## config.mk

```make
export PLATFORM = sky130hd
export DESIGN_NAME = lcd_lock_monitor
export DESIGN_NICKNAME = d
export VERILOG_FILES = /design/src/rtl/lcd_lock_monitor.sv
export SDC_FILE = /design/constraint.sdc
export NUM_CORES = 1
export LEC_CHECK = 0
export ABC_AREA = 1
export BUFFER_PORTS_ARGS = -buffer_cell sky130_fd_sc_hd__buf_2
export CAP_MARGIN = 20
export CORE_ASPECT_RATIO = 0.7
export CORE_MARGIN = 5
export CORE_UTILIZATION = 25
export CTS_CLUSTER_SIZE = 28
export DETAILED_ROUTE_END_ITERATION = 16
export PLACE_DENSITY = 0.48
export SLEW_MARGIN = 20
export SYNTH_ARGS = -nofsm -noshare
export SYNTH_HDL_FRONTEND = slang
export SYNTH_SLANG_ARGS = --single-unit
```

## constraint.sdc

```tcl
create_clock -name clk -period 2.9 [get_ports clk]
set_input_delay 0.145 -clock clk [delete_from_list [all_inputs] [get_ports clk]]
set_output_delay 0.145 -clock clk [all_outputs]
set_load 0.01 [all_outputs]
```

## src/rtl/lcd_lock_monitor.sv

```systemverilog
// rtl/lcd_lock_monitor.sv - LCD PLL lock supervisor: filtered lock, PLL retry reset, pixel-logic reset
module lcd_lock_monitor #(
    parameter int LOCK_FILT   = 1024,
    parameter int RST_HOLD    = 16,
    parameter int TIMEOUT     = 65536,
    parameter int RESET_PULSE = 8
) (
    input  logic       clk,
    input  logic       rst_n,
    input  logic       lock_in,
    input  logic       clr_cnt,
    output logic       pll_reset,
    output logic       lcd_rst_n,
    output logic       locked,
    output logic [2:0] state,
    output logic [7:0] loss_cnt,
    output logic [7:0] retry_cnt
);

    function automatic int max2(input int a, input int b);
        return (a > b) ? a : b;
    endfunction

    localparam int TW = $clog2(max2(max2(LOCK_FILT, RST_HOLD), max2(TIMEOUT, RESET_PULSE)) + 1);
    localparam logic [TW-1:0] FILT_LAST  = TW'(LOCK_FILT - 1);
    localparam logic [TW-1:0] HOLD_LAST  = TW'(RST_HOLD - 1);
    localparam logic [TW-1:0] TO_LAST    = TW'(TIMEOUT - 1);
    localparam logic [TW-1:0] PULSE_LAST = TW'(RESET_PULSE - 1);

    typedef enum logic [2:0] {
        S_WAIT_LOCK = 3'd0,
        S_FILTER    = 3'd1,
        S_HOLD      = 3'd2,
        S_RUN       = 3'd3,
        S_PLL_RST   = 3'd4
    } state_t;

    logic          r_sync1;
    logic          r_lock_s;
    state_t        r_state;
    logic [TW-1:0] r_timer;
    logic          r_pll_reset;
    logic          r_lcd_rst_n;
    logic          r_locked;
    logic [7:0]    r_loss_cnt;
    logic [7:0]    r_retry_cnt;

    state_t        w_state_nxt;
    logic [TW-1:0] w_timer_nxt;
    logic          w_loss_inc;
    logic          w_retry_inc;

    always_ff @(posedge clk or negedge rst_n) begin
        if (!rst_n) begin
            r_sync1  <= 1'b0;
            r_lock_s <= 1'b0;
        end else begin
            r_sync1  <= lock_in;
            r_lock_s <= r_sync1;
        end
    end

    // One shared timer: WAIT_LOCK timeout, FILTER run length, HOLD length, PLL_RST pulse width.
    always_comb begin
        w_state_nxt = r_state;
        w_timer_nxt = r_timer + TW'(1);
        w_loss_inc  = 1'b0;
        w_retry_inc = 1'b0;
        case (r_state)
            S_WAIT_LOCK: begin
                if (r_lock_s) begin
                    w_state_nxt = S_FILTER;
                    w_timer_nxt = '0;
                end else if (r_timer == TO_LAST) begin
                    w_state_nxt = S_PLL_RST;
                    w_timer_nxt = '0;
                    w_retry_inc = 1'b1;
                end
            end
            S_FILTER: begin
                if (!r_lock_s) begin
                    w_state_nxt = S_WAIT_LOCK;
                    w_timer_nxt = '0;
                end else if (r_timer == FILT_LAST) begin
                    w_state_nxt = S_HOLD;
                    w_timer_nxt = '0;
                end
            end
            S_HOLD: begin
                if (!r_lock_s) begin
                    w_state_nxt = S_WAIT_LOCK;
                    w_timer_nxt = '0;
                    w_loss_inc  = 1'b1;
                end else if (r_timer == HOLD_LAST) begin
                    w_state_nxt = S_RUN;
                    w_timer_nxt = '0;
                end
            end
            S_RUN: begin
                w_timer_nxt = '0;
                if (!r_lock_s) begin
                    w_state_nxt = S_WAIT_LOCK;
                    w_loss_inc  = 1'b1;
                end
            end
            S_PLL_RST: begin
                if (r_timer == PULSE_LAST) begin
                    w_state_nxt = S_WAIT_LOCK;
                    w_timer_nxt = '0;
                end
            end
            default: begin
                w_state_nxt = S_WAIT_LOCK;
                w_timer_nxt = '0;
            end
        endcase
    end

    // Outputs are decoded from the next state so they change on the same edge as the state.
    always_ff @(posedge clk or negedge rst_n) begin
        if (!rst_n) begin
            r_state     <= S_WAIT_LOCK;
            r_timer     <= '0;
            r_pll_reset <= 1'b0;
            r_lcd_rst_n <= 1'b0;
            r_locked    <= 1'b0;
        end else begin
            r_state     <= w_state_nxt;
            r_timer     <= w_timer_nxt;
            r_pll_reset <= (w_state_nxt == S_PLL_RST);
            r_lcd_rst_n <= (w_state_nxt == S_RUN);
            r_locked    <= (w_state_nxt == S_HOLD) || (w_state_nxt == S_RUN);
        end
    end

    always_ff @(posedge clk or negedge rst_n) begin
        if (!rst_n) begin
            r_loss_cnt  <= 8'd0;
            r_retry_cnt <= 8'd0;
        end else if (clr_cnt) begin
            r_loss_cnt  <= 8'd0;
            r_retry_cnt <= 8'd0;
        end else begin
            if (w_loss_inc && (r_loss_cnt != 8'hFF)) begin
                r_loss_cnt <= r_loss_cnt + 8'd1;
            end
            if (w_retry_inc && (r_retry_cnt != 8'hFF)) begin
                r_retry_cnt <= r_retry_cnt + 8'd1;
            end
        end
    end

    assign pll_reset = r_pll_reset;
    assign lcd_rst_n = r_lcd_rst_n;
    assign locked    = r_locked;
    assign state     = r_state;
    assign loss_cnt  = r_loss_cnt;
    assign retry_cnt = r_retry_cnt;

endmodule

```

# Yosys cells after proc, flatten, opt, wreduce, memory -nomap -nowiden
# Cells that the tools add are included.
dict set report totals {
  regBits 41
  latch_bits 0
  ramBits 0
  rom_bits 0
  input_bits 4
  output_inout_bits 22
  elab_cells 58
  mem_count 0
}
dict set report op_classes {
  n_addsub 3
  mul 0
  div_mod_pow 0
  order_cmp 0
  n_eq_ne 13
  shift 0
  n_mux 26
  n_bitwise 0
  n_reduce_logical 7
}
# operator count
set ops {}
lappend ops {{2-to-1 mux 17 bit} 7}
lappend ops {{case mux 17 bit (4 select lines)} 1}
lappend ops {{2-to-1 mux 8 bit} 4}
lappend ops {{2-to-1 mux 3 bit} 8}
lappend ops {{adder 17 x 1 -> 17 bit (second input constant)} 1}
lappend ops {{== test 17 x 10 -> 1 bit (second input constant)} 1}
lappend ops {{== test 17 x 16 -> 1 bit (second input constant)} 1}
lappend ops {{== test 17 x 3 -> 1 bit (second input constant)} 1}
lappend ops {{== test 17 x 4 -> 1 bit (second input constant)} 1}
lappend ops {{adder 8 x 1 -> 8 bit (second input constant)} 2}
lappend ops {{!= test 8 bit (second input constant)} 2}
lappend ops {{case mux 3 bit (5 select lines)} 1}
lappend ops {{== test 3 x 2 -> 1 bit (second input constant)} 4}
lappend ops {{== test 3 bit (second input constant)} 2}
lappend ops {{2-to-1 mux 1 bit} 5}
lappend ops {{nonzero test 2 bit} 2}
lappend ops {{== test 3 x 1 -> 1 bit (second input constant)} 1}
lappend ops {{zero test 3 bit} 1}
lappend ops {{logical AND 1 bit} 2}
lappend ops {{OR reduction 2 bit} 1}
lappend ops {{logical OR 1 bit} 1}

# Depth between registers and ports, before layout
dict set report depth {
  depth_word 7
  ltp_mapped 15
}

# Worst setup path before layout
# No wires, ideal clock.
dict set report synth_path {
  path_type {reg-to-reg}
  from {reg r_timer[0]}
  to {reg r_retry_cnt[6], in the netlist retry_cnt[6]}
  setup_ns 0.120
  t_arrival_ns 2.127
  slack_ns 0.653
  stages_incl_launch_ff 16
  path_buffers 0
  synth_period_minus_slack_ns 2.247
  path_cell_list {dfrtp_1 -> ha_1 -> nand3_2 -> nor3_4 -> nand2_1 -> nor2_1 -> nand4_1 -> inv_1 -> ha_1 -> inv_1 -> nor3_2 -> nand2_2 -> nor2_4 -> nand3_1 -> nand2_1 -> a21oi_1}
}
dict set report synth_via {
  elab_chain_len 6
}
# item line
set synth_rtl {}
lappend synth_rtl {{start, declared} 41} ;# logic [TW-1:0] r_timer;
lappend synth_rtl {{start signal, assigned} 129} ;# r_timer <= w_timer_nxt;
lappend synth_rtl {{== test 17 x 16 -> 1 bit} 74} ;# end else if (r_timer == TO_LAST) begin
lappend synth_rtl {{2-to-1 mux 1 bit} 74}
lappend synth_rtl {{2-to-1 mux 1 bit} 71} ;# if (r_lock_s) begin
lappend synth_rtl {{2-to-1 mux 1 bit} 69} ;# case (r_state)
lappend synth_rtl {{logical AND 1 bit} 147} ;# if (w_retry_inc && (r_retry_cnt != 8'hFF)) begin
lappend synth_rtl {{nonzero test 2 bit (no source line)} --}
lappend synth_rtl {{end signal, assigned} 148} ;# r_retry_cnt <= r_retry_cnt + 8'd1;
lappend synth_rtl {{end, declared} 46} ;# logic [7:0] r_retry_cnt;
# Every way passes these cells.
# A chain may end at the register's enable or synchronous reset.

# Worst setup path after layout
dict set report layout_path {
  from {reg r_timer[1]}
  to {reg r_retry_cnt[3], in the netlist retry_cnt[3]}
}
# The elaborated chain is that of the path after synthesis.

==> reports/metrics.yaml <==
clk-insertion-delay-late_ps: 290
cp.required_ps: 3120
drive_above_1_share_pct: 16.2
io_pins: 26
gp_congestion: 0.875
drt_iter0_drc: 275
cap_violations: 0
drc: 0
hold_viol_final: 0
ys_ff_latch: 41
antenna_found_initial: 0
synth_area_leader_cell: "dfrtp_1"
arrival_ps: 2830
fill_cells: 1233
clock_skew_ps: 5.18
grt_overflow_total: 0
post-dp-hpwl_um: 5840
finalCritPeriodShare_pct: 90.1
synthArstFlopShare_pct: 100
wl_per_cell_um: 13.9
slew_violations: 0
worst_slack_ps: 289
htree_levels: 2
area_growth_pct: 18.1
rsz0062_at_grt: "false"
max-vdd-ir-drop_v: 0.000297
syn_area_um2: 2840
crit_start: "r_timer[1]"
portBuffers: 25
fmax_mhz: 383
dr.pass1.iters: 5
grt_max_degree: 42
synth-edff-count: 0
cts_tree: "done"
antenna_cells: 0
initial_core_util_pct: 25.7
cts_buffer_depth: 2
avgSynthCellArea_um2: 7.14
ys_types: 32
routed_via_density: 4.79
cellLeakagePower_nw: 1.68
final_nets: 435
cts_num_sinks: 41
pwr_density_cell_nw_per_um2: 425
rows: 32
die_w_um: 137
relSlewSlack_pct: 57.0
status: "completed"
grt_pass1_wl_um: 13600
r2r_start: "r_timer[1]"
synth_top_area_share_pct: 36.2
synthCells: 397
setup.worst_path.start_class: "register"
cts_setup_buffers: 0
tns_ps: 0
end_kind: "register"
place_ws_ps: 320
finalSetupViolations: 0
ys_warn_count: 0
ys_seq_area_share_pct: 36.2
yosys-top-cells-count: "nand2_1 (78), nor2_1 (57), nand3_1 (49), inv_1 (43), nand4_1 (42)"
min_period_ps: 2610
gr-usage-all-layers_pct: 12.6
critPathKind: "register to register"
vias: 2780
ys_top_cells_by_area: "dfrtp_1 (36%), nand2_1 (10%), nand4_1 (9.3%)"
cts_buffers: 5
synth_ff_type: "dfrtp_1"
min_path_type: "primary input to register"
clk_pin_slew_ps: 60
yosys.cell_count.top_type: "nand2_1"
grt_pass1_vias: 2617
finalWirelength_um: 8060
tightest_slew_ps: 644
die_area_um2: 13600
clockRootBuffer: "clkbuf_16"
ant_nets: 0
critPathMaxFanout: 6
postSynthNetCount: 406
die_h_um: 99.1
min_from: "clr_cnt"
power_w: 0.00142
core-area_um2: 11100
==> metal layers <==
layer | track usage (%) | part of all wire (%) | vias to the layer above
met5 | 0 | 0 | -
met4 | 3.14 | 1.3 | 0
met3 | 2.53 | 5.8 | 11
met2 | 16.7 | 37 | 83
met1 | 20.2 | 56 | 1307
li1 | - | - | 1379
==> power by group <==
group	internal [W]	switching [W]	total, W
registers	0.000580	0.0000124	0.000592
clock network	0.000492	0.000249	0.000741
logic	0.0000234	0.0000652	0.0000886
total	0.00110	0.000326	0.00142
==> sequential cells by signal (all words and copies together), names as in the netlist, 3 cells and up <==
register,cells
r_timer,17
loss_cnt,8
state,3
retry_cnt,8
==> logic make-up after synthesis <==
kind of cell / count (synthesis) / share of synthesized area [%]
buffers and inverters: 59 / 8.61
AND/OR/NAND/NOR: 259 / 45.5
XOR/XNOR: 9 / 2.78
AO/OA/AOI/OAI: 24 / 4.68
flip-flops: 41 / 36.2
adder cells (fa/ha/maj): 5 / 2.21
==> worst max-delay path, stage by stage, from the launching register on <==
cell	delay, ps
dfrtp_1	370
ha_1	260
nand3_2	170
nor3_4	200
nand2_1	110
nor2_1	100
nand4_1	110
inv_1	90
ha_1	260
inv_1	100
nor3_2	220
nand2_2	150
nor3_2	160
o21ai_0	120
nor2_1	130
==> placed cells by master, fill, tap and decap left out, types with 6 or more instances in the layout <==
cell / Yosys / final
a21oi_1: 10 / 10
nand2_1: 78 / 78
nor3_1: 6 / 6
inv_1: 43 / 43
nand3_1: 49 / 49
xor2_1: 7 / 7
buf_2: 6 / 24
dfrtp_1: 41 / 41
nor2_1: 57 / 57
buf_4: 3 / 8
nand4_1: 42 / 42
nor2_2: 6 / 6
o21ai_0: 8 / 8
==> repair_timing <==
item / 4_1_cts / 5_1_grt
endpoints found under the hold margin: 1 / 41
gates resized for setup: 0 / 0
hold buffers: 1 / 1
==> layout make-up <==
type	instances	area (um^2)	area share, %
Sequential cell	41	1030	30.6
Clock inverter	3	65.1	1.94
Timing Repair Buffer	34	200	5.98
Inverter	47	176	5.27
Tap cell	153	191	5.72
Clock buffer	5	125	3.74
Multi-Input combinational cell	297	1570	46.7
==> path summary, 6_finish.rpt <==
| path | slack (ps) | end | cells after the start |
|---|---|---|---|
| setup / recovery | 290 | retry_cnt[3] | 14 |
| hold / removal | 140 | loss_cnt[1] | 2 |
| setup reg to reg | 290 | retry_cnt[3] | 14 |
| hold reg to reg | 360 | r_lock_s | 0 |
| max in group asynchronous | 2110 | loss_cnt[5] | 2 |
| min in group asynchronous | 400 | r_timer[12] | 2 |
==> metrics by stage <==
step	hold WS [ps]	instance area [um^2]	util, %	instances
6_report	139	3350	30.3	580
3_3_place_gp	256	3140	28.4	570
4_1_cts	65.2	3340	30.2	579
2_1_floorplan	-151	2840	-	397
5_1_grt	156	3350	30.3	580
3_5_place_dp	258	3140	28.4	570
Note: power is estimated with default switching activity, not from simulation.
